`config.mk`:
```
export PLATFORM = sky130hd
export DESIGN_NAME = axi_rd_gen
export DESIGN_NICKNAME = d
export VERILOG_FILES = /design/src/rtl/axi_rd_gen.sv
export SDC_FILE = /design/constraint.sdc
export NUM_CORES = 1
export LEC_CHECK = 0
export ABC_AREA = 1
export CAP_MARGIN = 30
export CORE_AREA = 2 2 126 128
export DETAILED_ROUTE_END_ITERATION = 7
export DIE_AREA = 0 0 128 130
export GPL_ROUTABILITY_DRIVEN = 0
export SYNTH_ARGS = -nofsm -noshare
export SYNTH_HDL_FRONTEND = slang
export SYNTH_SLANG_ARGS = --single-unit
```
`constraint.sdc`:
```
create_clock -name clk -period 2.8 [get_ports clk]
set_input_delay 0.42 -clock clk [delete_from_list [all_inputs] [get_ports clk]]
set_output_delay 0.42 -clock clk [all_outputs]
set_load 0.1 [all_outputs]
```
`src/rtl/axi_rd_gen.sv`:
```
// AXI3 read-burst generator: issues NUM_BURSTS INCR reads starting at BASE_ADDR and
// checks every returned word against its own byte address, counting bad beats.
module axi_rd_gen #(
    parameter logic [31:0] BASE_ADDR  = 32'h0000_0000,
    parameter int          NUM_BURSTS = 8,
    parameter int          BURST_LEN  = 4
) (
    input  logic        clk,
    input  logic        resetn,
    input  logic        start,
    output logic        busy,
    output logic        done,
    output logic        err,
    output logic [15:0] err_count,
    output logic [3:0]  arid,
    output logic [31:0] araddr,
    output logic [7:0]  arlen,
    output logic [2:0]  arsize,
    output logic [1:0]  arburst,
    output logic [1:0]  arlock,
    output logic [3:0]  arcache,
    output logic [2:0]  arprot,
    output logic        arvalid,
    input  logic        arready,
    input  logic [3:0]  rid,
    input  logic [31:0] rdata,
    input  logic [1:0]  rresp,
    input  logic        rlast,
    input  logic        rvalid,
    output logic        rready
);

    typedef enum logic [1:0] {
        IDLE = 2'd0,
        AR   = 2'd1,
        R    = 2'd2,
        FIN  = 2'd3
    } state_t;

    localparam logic [7:0]  LAST_IDX    = 8'(NUM_BURSTS - 1);
    localparam logic [7:0]  LAST_BEAT   = 8'(BURST_LEN - 1);
    localparam logic [31:0] BURST_BYTES = 32'(BURST_LEN * 4);

    state_t      state_r;
    state_t      state_nx_s;
    logic [7:0]  idx_r;
    logic [7:0]  beat_r;
    logic [31:0] addr_r;
    logic [7:0]  arlen_r;
    logic        arvalid_r;
    logic        rready_r;
    logic        busy_r;
    logic        done_r;
    logic        err_r;
    logic [15:0] err_cnt_r;
    logic [31:0] exp_data_s;
    logic        run_start_s;
    logic        ar_hs_s;
    logic        beat_acc_s;
    logic        beat_err_s;
    logic        burst_end_s;

    function automatic logic [15:0] sat_inc16(input logic [15:0] v);
        if (v == 16'hFFFF) begin
            return v;
        end else begin
            return v + 16'd1;
        end
    endfunction

    function automatic logic [7:0] sat_inc8(input logic [7:0] v);
        if (v == 8'hFF) begin
            return v;
        end else begin
            return v + 8'd1;
        end
    endfunction

    function automatic logic beat_bad(
        input logic [3:0]  got_id,
        input logic [3:0]  want_id,
        input logic [1:0]  resp,
        input logic [31:0] got_data,
        input logic [31:0] want_data,
        input logic        last,
        input logic        is_last_beat
    );
        return (got_id != want_id) || (resp != 2'b00) ||
               (got_data != want_data) || (last != is_last_beat);
    endfunction

    // Handshake decode, beat checking and next-state selection.
    always_comb begin
        run_start_s = (state_r == IDLE) && start;
        ar_hs_s     = (state_r == AR) && arvalid_r && arready;
        beat_acc_s  = (state_r == R) && rready_r && rvalid;
        exp_data_s  = addr_r + {22'd0, beat_r, 2'b00};
        beat_err_s  = beat_acc_s && beat_bad(rid, idx_r[3:0], rresp, rdata, exp_data_s,
                                             rlast, (beat_r == LAST_BEAT));
        burst_end_s = beat_acc_s && rlast;
        state_nx_s  = state_r;
        case (state_r)
            IDLE: begin
                if (start) begin
                    state_nx_s = AR;
                end else begin
                    state_nx_s = IDLE;
                end
            end
            AR: begin
                if (ar_hs_s) begin
                    state_nx_s = R;
                end else begin
                    state_nx_s = AR;
                end
            end
            R: begin
                if (burst_end_s) begin
                    if (idx_r == LAST_IDX) begin
                        state_nx_s = FIN;
                    end else begin
                        state_nx_s = AR;
                    end
                end else begin
                    state_nx_s = R;
                end
            end
            FIN:     state_nx_s = IDLE;
            default: state_nx_s = IDLE;
        endcase
    end

    // State register; handshake and status outputs are registered copies of the next state.
    always_ff @(posedge clk or negedge resetn) begin
        if (!resetn) begin
            state_r   <= IDLE;
            arvalid_r <= 1'b0;
            rready_r  <= 1'b0;
            busy_r    <= 1'b0;
            done_r    <= 1'b0;
        end else begin
            state_r   <= state_nx_s;
            arvalid_r <= (state_nx_s == AR);
            rready_r  <= (state_nx_s == R);
            busy_r    <= (state_nx_s != IDLE);
            done_r    <= (state_nx_s == FIN);
        end
    end

    // Burst index, burst address and beat counter.
    always_ff @(posedge clk or negedge resetn) begin
        if (!resetn) begin
            idx_r   <= 8'd0;
            addr_r  <= 32'd0;
            arlen_r <= 8'd0;
            beat_r  <= 8'd0;
        end else if (run_start_s) begin
            idx_r   <= 8'd0;
            addr_r  <= BASE_ADDR;
            arlen_r <= LAST_BEAT;
            beat_r  <= 8'd0;
        end else if (ar_hs_s) begin
            beat_r  <= 8'd0;
        end else if (beat_acc_s) begin
            beat_r <= sat_inc8(beat_r);
            // Address advances only when another burst follows, so it stays valid through FIN.
            if (rlast && (idx_r != LAST_IDX)) begin
                idx_r  <= idx_r + 8'd1;
                addr_r <= addr_r + BURST_BYTES;
            end else begin
                idx_r  <= idx_r;
                addr_r <= addr_r;
            end
        end else begin
            idx_r  <= idx_r;
            addr_r <= addr_r;
            beat_r <= beat_r;
        end
    end

    // Sticky error flag and saturating errored-beat counter, cleared by a new run.
    always_ff @(posedge clk or negedge resetn) begin
        if (!resetn) begin
            err_r     <= 1'b0;
            err_cnt_r <= 16'd0;
        end else if (run_start_s) begin
            err_r     <= 1'b0;
            err_cnt_r <= 16'd0;
        end else if (beat_err_s) begin
            err_r     <= 1'b1;
            err_cnt_r <= sat_inc16(err_cnt_r);
        end else begin
            err_r     <= err_r;
            err_cnt_r <= err_cnt_r;
        end
    end

    assign busy      = busy_r;
    assign done      = done_r;
    assign err       = err_r;
    assign err_count = err_cnt_r;
    assign arid      = idx_r[3:0];
    assign araddr    = addr_r;
    assign arlen     = arlen_r;
    assign arsize    = 3'b010;
    assign arburst   = 2'b01;
    assign arlock    = 2'b00;
    assign arcache   = 4'b0000;
    assign arprot    = 3'b000;
    assign arvalid   = arvalid_r;
    assign rready    = rready_r;

endmodule

```
-- Word level (Yosys, flattened, before mapping)
Cells that the tools add are included.
- register bits: 72
- input bits: 44
- word-level logic and storage cells: 76
- add/subtract/negate cells: 5
- eq/ne operators: 17
- mux-type cells: 22
- reduce and logical (&&, ||, !) cells: 21
- operators by type and width (kind ; count):
    32-bit two-way mux ; 4
    8-bit two-way mux ; 8
    16-bit two-way mux ; 3
    32-bit by 10-bit adder with 32-bit output ; 1
    32-bit by 5-bit adder with 32-bit output (second input constant) ; 1
    32-bit != test ; 1
    16-bit by 1-bit adder with 16-bit output (second input constant) ; 1
    8-bit by 1-bit adder with 8-bit output (second input constant) ; 2
    16-bit == test (second input constant) ; 1
    2-bit nonzero test ; 5
    2-bit == test (second input constant) ; 4
    8-bit by 2-bit == test with 1-bit output (second input constant) ; 1
    8-bit by 3-bit == test with 1-bit output (second input constant) ; 1
    8-bit == test (second input constant) ; 1
    1-bit logical AND ; 8
    8-bit by 3-bit != test with 1-bit output (second input constant) ; 1
    2-bit one-hot mux with 4 select lines ; 1
    2-bit two-way mux ; 3
    2-bit by 1-bit == test with 1-bit output (second input constant) ; 2
    2-bit != test (second input constant) ; 2
    4-bit != test ; 1
    2-bit AND reduction ; 2
    1-bit logical OR ; 3
    1-bit two-way mux ; 3
    other kinds (5) ; 5

-- Depth between registers and ports, before layout
- depth after elaboration: 7
- depth in mapped cells: 21
- depth with buffers taken out: 20

-- Least setup slack after synthesis
No wires, ideal clock.
- path kind: reg-to-reg
- from: register addr_r[6], in the netlist araddr[6]
- to: register err_cnt_r[5], in the netlist err_count[5]
- library setup time: 0.121 ns
- data arrival time: 2.896 ns
- setup slack: -0.217 ns
- stages on the path, launching flop included: 18
- clock period less this slack: 3.017 ns
- cell sequence: dfrtp_1 -> ha_1 -> or2_2 -> nand3_1 -> nand2_1 -> nand3_1 -> nand2_1 -> nand2_1 -> nand2_1 -> nor2_1 -> nand2_1 -> nor2_2 -> nand3_2 -> nand3_4 -> nand2_2 -> buf_6 -> nand2_1 -> nand2_1
- word-level cells in the longest chain between the ends: 7
- ends and longest elaborated chain (item ; RTL line ; RTL):
    from (decl) ; 48 ; logic [31:0] addr_r;
    from (signal assigned) ; 169 ; addr_r <= addr_r + BURST_BYTES;
    from (signal assigned) ; 172 ; addr_r <= addr_r;
    from (signal assigned) ; 176 ; addr_r <= addr_r;
    32-bit by 10-bit adder with 32-bit output ; 97 ; exp_data_s = addr_r + {22'd0, beat_r, 2'b00};
    32-bit != test ; 89 ; (got_data != want_data) || (last != is_last_beat);
    1-bit logical OR ; 88 ; return (got_id != want_id) || (resp != 2'b00) ||
    1-bit logical OR ; 89 ;
    1-bit logical AND ; 98 ; beat_err_s = beat_acc_s && beat_bad(rid, idx_r[3:0], rresp, rdata, exp_data_s,
    2-bit nonzero test (no source line) ; n/a ;
    2-bit AND reduction (no source line) ; n/a ;
    to (signal assigned) ; 191 ; err_cnt_r <= sat_inc16(err_cnt_r);
    to (signal assigned) ; 194 ; err_cnt_r <= err_cnt_r;
    to (decl) ; 55 ; logic [15:0] err_cnt_r;
Every way passes these cells.
A chain may end at the register's enable or synchronous reset.

-- Worst setup path in the final report
- from: register addr_r[5], in the netlist araddr[5]
- to: register err_cnt_r[0], in the netlist err_count[0]
Same word-level chain as after synthesis.

==> flow_metrics.env <==
export IMPL_status="finished clean"
export IMPL_yosys_register_bits=68
export IMPL_yosysSeqAreaShare_pct=32.6
export IMPL_r2r_end="err_count[0]"
export IMPL_final_antenna_net_count=0
export IMPL_finalCriticalPeriod_ns=2.62
export IMPL_yosysWarnings=0
export IMPL_layout_setup_ws_ns=0.184
export IMPL_place_hpwl_um=12000
export IMPL_seq_power_share_pct=31.9
export IMPL_crit_path_end_kind="flip-flop"
export IMPL_syn_cell_area_mm2=0.00522
export IMPL_rsz0062_at_grt="no"
export IMPL_post_place_ws_ns=-0.0573
export IMPL_critPathTopFamily="simple AND/OR/NAND/NOR gates"
export IMPL_vias=5316
export IMPL_maxClockFrequency_mhz=382
export IMPL_slew_violations=0
export IMPL_synth_cells=794
export IMPL_viasPerCell=4.75
export IMPL_worstPathArrival_ns=2.88
export IMPL_p_leak_nw=3.43
export IMPL_max_vdd_ir_drop_uv=346
export IMPL_cp_start_kind="flip-flop"
export IMPL_drt_iter0_drc=335
export IMPL_synth_top_area_share_pct=32.6
export IMPL_skew_ns=0.0110
export IMPL_synth_distinct_cells=38
export IMPL_grt_pass1_wl_um=25300
export IMPL_drc=0
export IMPL_yosysTopAreaCell="dfrtp_1"
export IMPL_ys_async_sr_fraction_pct=100
export IMPL_worst_pin_slew_ns=0.687
export IMPL_clockBufferDepth=2
export IMPL_rows=46
export IMPL_worstPathCellList="ha_1 > nand2_2 > nand2_2 > nand2_1 > nand2_2 > nand2_2 > nand2_4 > nand2_1 > nand2_1 > nand3_1 > nor2_1 > nand3_1 > nor2_2 > nand3_2 > nand3_4 > buf_6 > nand3_1 > nand2_1"
export IMPL_finalCoreUtilization_pct=44.2
export IMPL_die_w_um=128
export IMPL_fp_coreArea_mm2=0.0154
export IMPL_worstPathMaxFanout=10
export IMPL_die_area_mm2=0.0166
export IMPL_drive_gt1_share_pct=16.5
export IMPL_synth_edff_count=0
export IMPL_p_int_mw=2.06
export IMPL_crit_start="araddr[5]"
export IMPL_diodes=0
export IMPL_reg2reg_from="araddr[5]"
export IMPL_regToRegSetupSlack_ns=0.18
export IMPL_power_total_mw=3.40
export IMPL_p_per_area_mw_per_mm2=499
export IMPL_slew_headroom_pct=54.2
export IMPL_synth_area_leaders="dfrtp_1 (33%), nand2_1 (15%), inv_1 (8.3%), nor2_1 (6.7%), nand3_1 (5.8%)"
export IMPL_reg2regPathDepth=18
export IMPL_first_global_vias=5076
export IMPL_gr_total_overflow=0
export IMPL_layout_commonest_cell="nand2_1"
export IMPL_wl_per_cell_um=14.0
export IMPL_required_ns=3.07
export IMPL_crit_type="reg -> reg"
export IMPL_drt_first_pass_iters=6
export IMPL_finalCritPeriodShare_pct=93.4
export IMPL_hold_class="in -> async"
export IMPL_syn_avg_cell_area_um2=6.57
export IMPL_fillers=1625
export IMPL_cts_tree="done"
export IMPL_report_final_hold_viol_count=0
export IMPL_port_buffers=98
export IMPL_antenna_found_initial=0
export IMPL_nNetsFinal=975
export IMPL_drt_total_wl_um=15600
export IMPL_root_buffer="clkbuf_16"
export IMPL_io_pins=123
export IMPL_syn_to_final_growth_pct=30.6
export IMPL_p_clk_share_pct=36.2
export IMPL_ys_flop_type="dfrtp_1"
export IMPL_cts_sinks=68
export IMPL_power_switching_mw=1.34
export IMPL_die_height_um=130
export IMPL_h_tree_depth=3
export IMPL_clk_latency_ns=0.34
export IMPL_slowest_delay_ns=0.40
export IMPL_drv_cap=0
export IMPL_setup_violations=0
export IMPL_track_usage_pct=19.3
export IMPL_cts_made_buffers=9
export IMPL_slowest_stage="dfrtp_2"
export IMPL_p_sw_share_pct=39.4
export IMPL_crit_buf_inv=1
export IMPL_final_cell_mix="nand2_1 (207), inv_1 (115), nor2_1 (89), buf_4 (89), nand3_1 (61)"
export IMPL_p_comb_share_pct=31.9
export IMPL_grt_max_degree=42
export IMPL_path_clk_slew_ns=0.06
export IMPL_start_util_pct=33.8
## synth_stat cells (3+ instances only)
cell type	number
a21oi_1	42
dfrtp_1	68
nand2_2	7
nor2_2	3
xor2_1	19
ha_1	10
nor3_1	21
nand2_1	214
o21a_1	3
nand3b_1	6
nand3_1	61
nor2_4	3
nor2_1	93
clkbuf_1	7
nor3b_1	5
inv_1	115
a211oi_1	3
o21ai_0	32
nor4_1	6
xnor2_1	9
buf_4	31
nand4_1	14
## power by group through the flow
stage | sequential (mW) | clock, mW | combinational [mW]
floorplan | 1.37 | 0 | 0.539
global placement | 1.10 | 0 | 1.09
detailed placement | 1.11 | 0 | 1.08
CTS | 1.09 | 1.25 | 1.09
global route | 1.09 | 1.30 | 1.18
finish | 1.09 | 1.23 | 1.08
## metal layers
metal | wire length [um] | GRT usage (%) | part of all wire (%)
met4 | 315 | 6.40 | 2.0
met1 | 7210 | 25.8 | 46
met2 | 7090 | 31.7 | 45
met5 | 0 | 0 | 0
met3 | 989 | 3.73 | 6.3
## what timing repair did
| item | in CTS | in global routing |
|---|---|---|
| hold buffers | 0 | 0 |
| setup buffers | 0 | 1 |
| resized for setup | 0 | 22 |
| setup endpoints to repair | 0 | 17 |
## how the worst max path moves through the flow
stage / to / slack, ns / cells after the start
2_1_floorplan: err_count[5] / 0.002 / 16
3_3_place_gp: err_count[0] / -0.002 / 16
3_5_place_dp: err_count[9] / -0.06 / 16
4_1_cts: err_count[0] / 0.02 / 18
5_1_grt: err_count[0] / 0.01 / 17
6_report: err_count[0] / 0.18 / 18
## cell type report
| type | count | area (um2) | area share [%] |
|---|---|---|---|
| Tap cell | 192 | 240 | 3.52 |
| Multi-Input combinational cell | 591 | 2980 | 43.8 |
| Clock buffer | 9 | 225 | 3.30 |
| Timing Repair Buffer | 134 | 1120 | 16.5 |
| Inverter | 117 | 439 | 6.44 |
| Clock inverter | 7 | 91.3 | 1.34 |
| Sequential cell | 68 | 1710 | 25.1 |
## through the flow
| stage | instance area [um2] | hold slack (ns) | TNS, ns | instances |
|---|---|---|---|---|
| 2_1_floorplan | 5310 | 0.124 | 0 | 816 |
| 3_3_place_gp | 6380 | 0.502 | -0.00554 | 1101 |
| 3_5_place_dp | 6380 | 0.501 | -0.411 | 1101 |
| 4_1_cts | 6700 | 0.150 | 0 | 1117 |
| 5_1_grt | 6820 | 0.180 | 0 | 1118 |
| 6_report | 6820 | 0.129 | 0 | 1118 |
## sequential cells by signal, indices dropped and copies added (netlist names)
name	flops
state_r	2
beat_r	8
busy	1
idx_r	8
arvalid	1
err_count	16
araddr	28
err	1
done	1
rready	1
arlen	1
## worst register-to-register path, delay by kind of cell, from the launching register on
family / cells / cell delay [ns]
AND/OR/NAND/NOR: 16 / 1.67
flip-flops: 1 / 0.40
adder cells (fa/ha/maj): 1 / 0.33
buffers and inverters: 1 / 0.15
## cell families (layout without fill, tap and decap cells)
kind of cell             count (synthesis)  count (layout)  synth area share [%]
flip-flops                              68              68                  32.6
AND/OR/NAND/NOR                        440             440                  37.2
XOR/XNOR                                28              28                  4.70
buffers and inverters                  157             267                  13.8
other                                    2              24                 0.144
adder cells (fa/ha/maj)                 10              10                  2.40
AO/OA/AOI/OAI                           89              89                  9.18
Power figures use the tool's default switching activity.
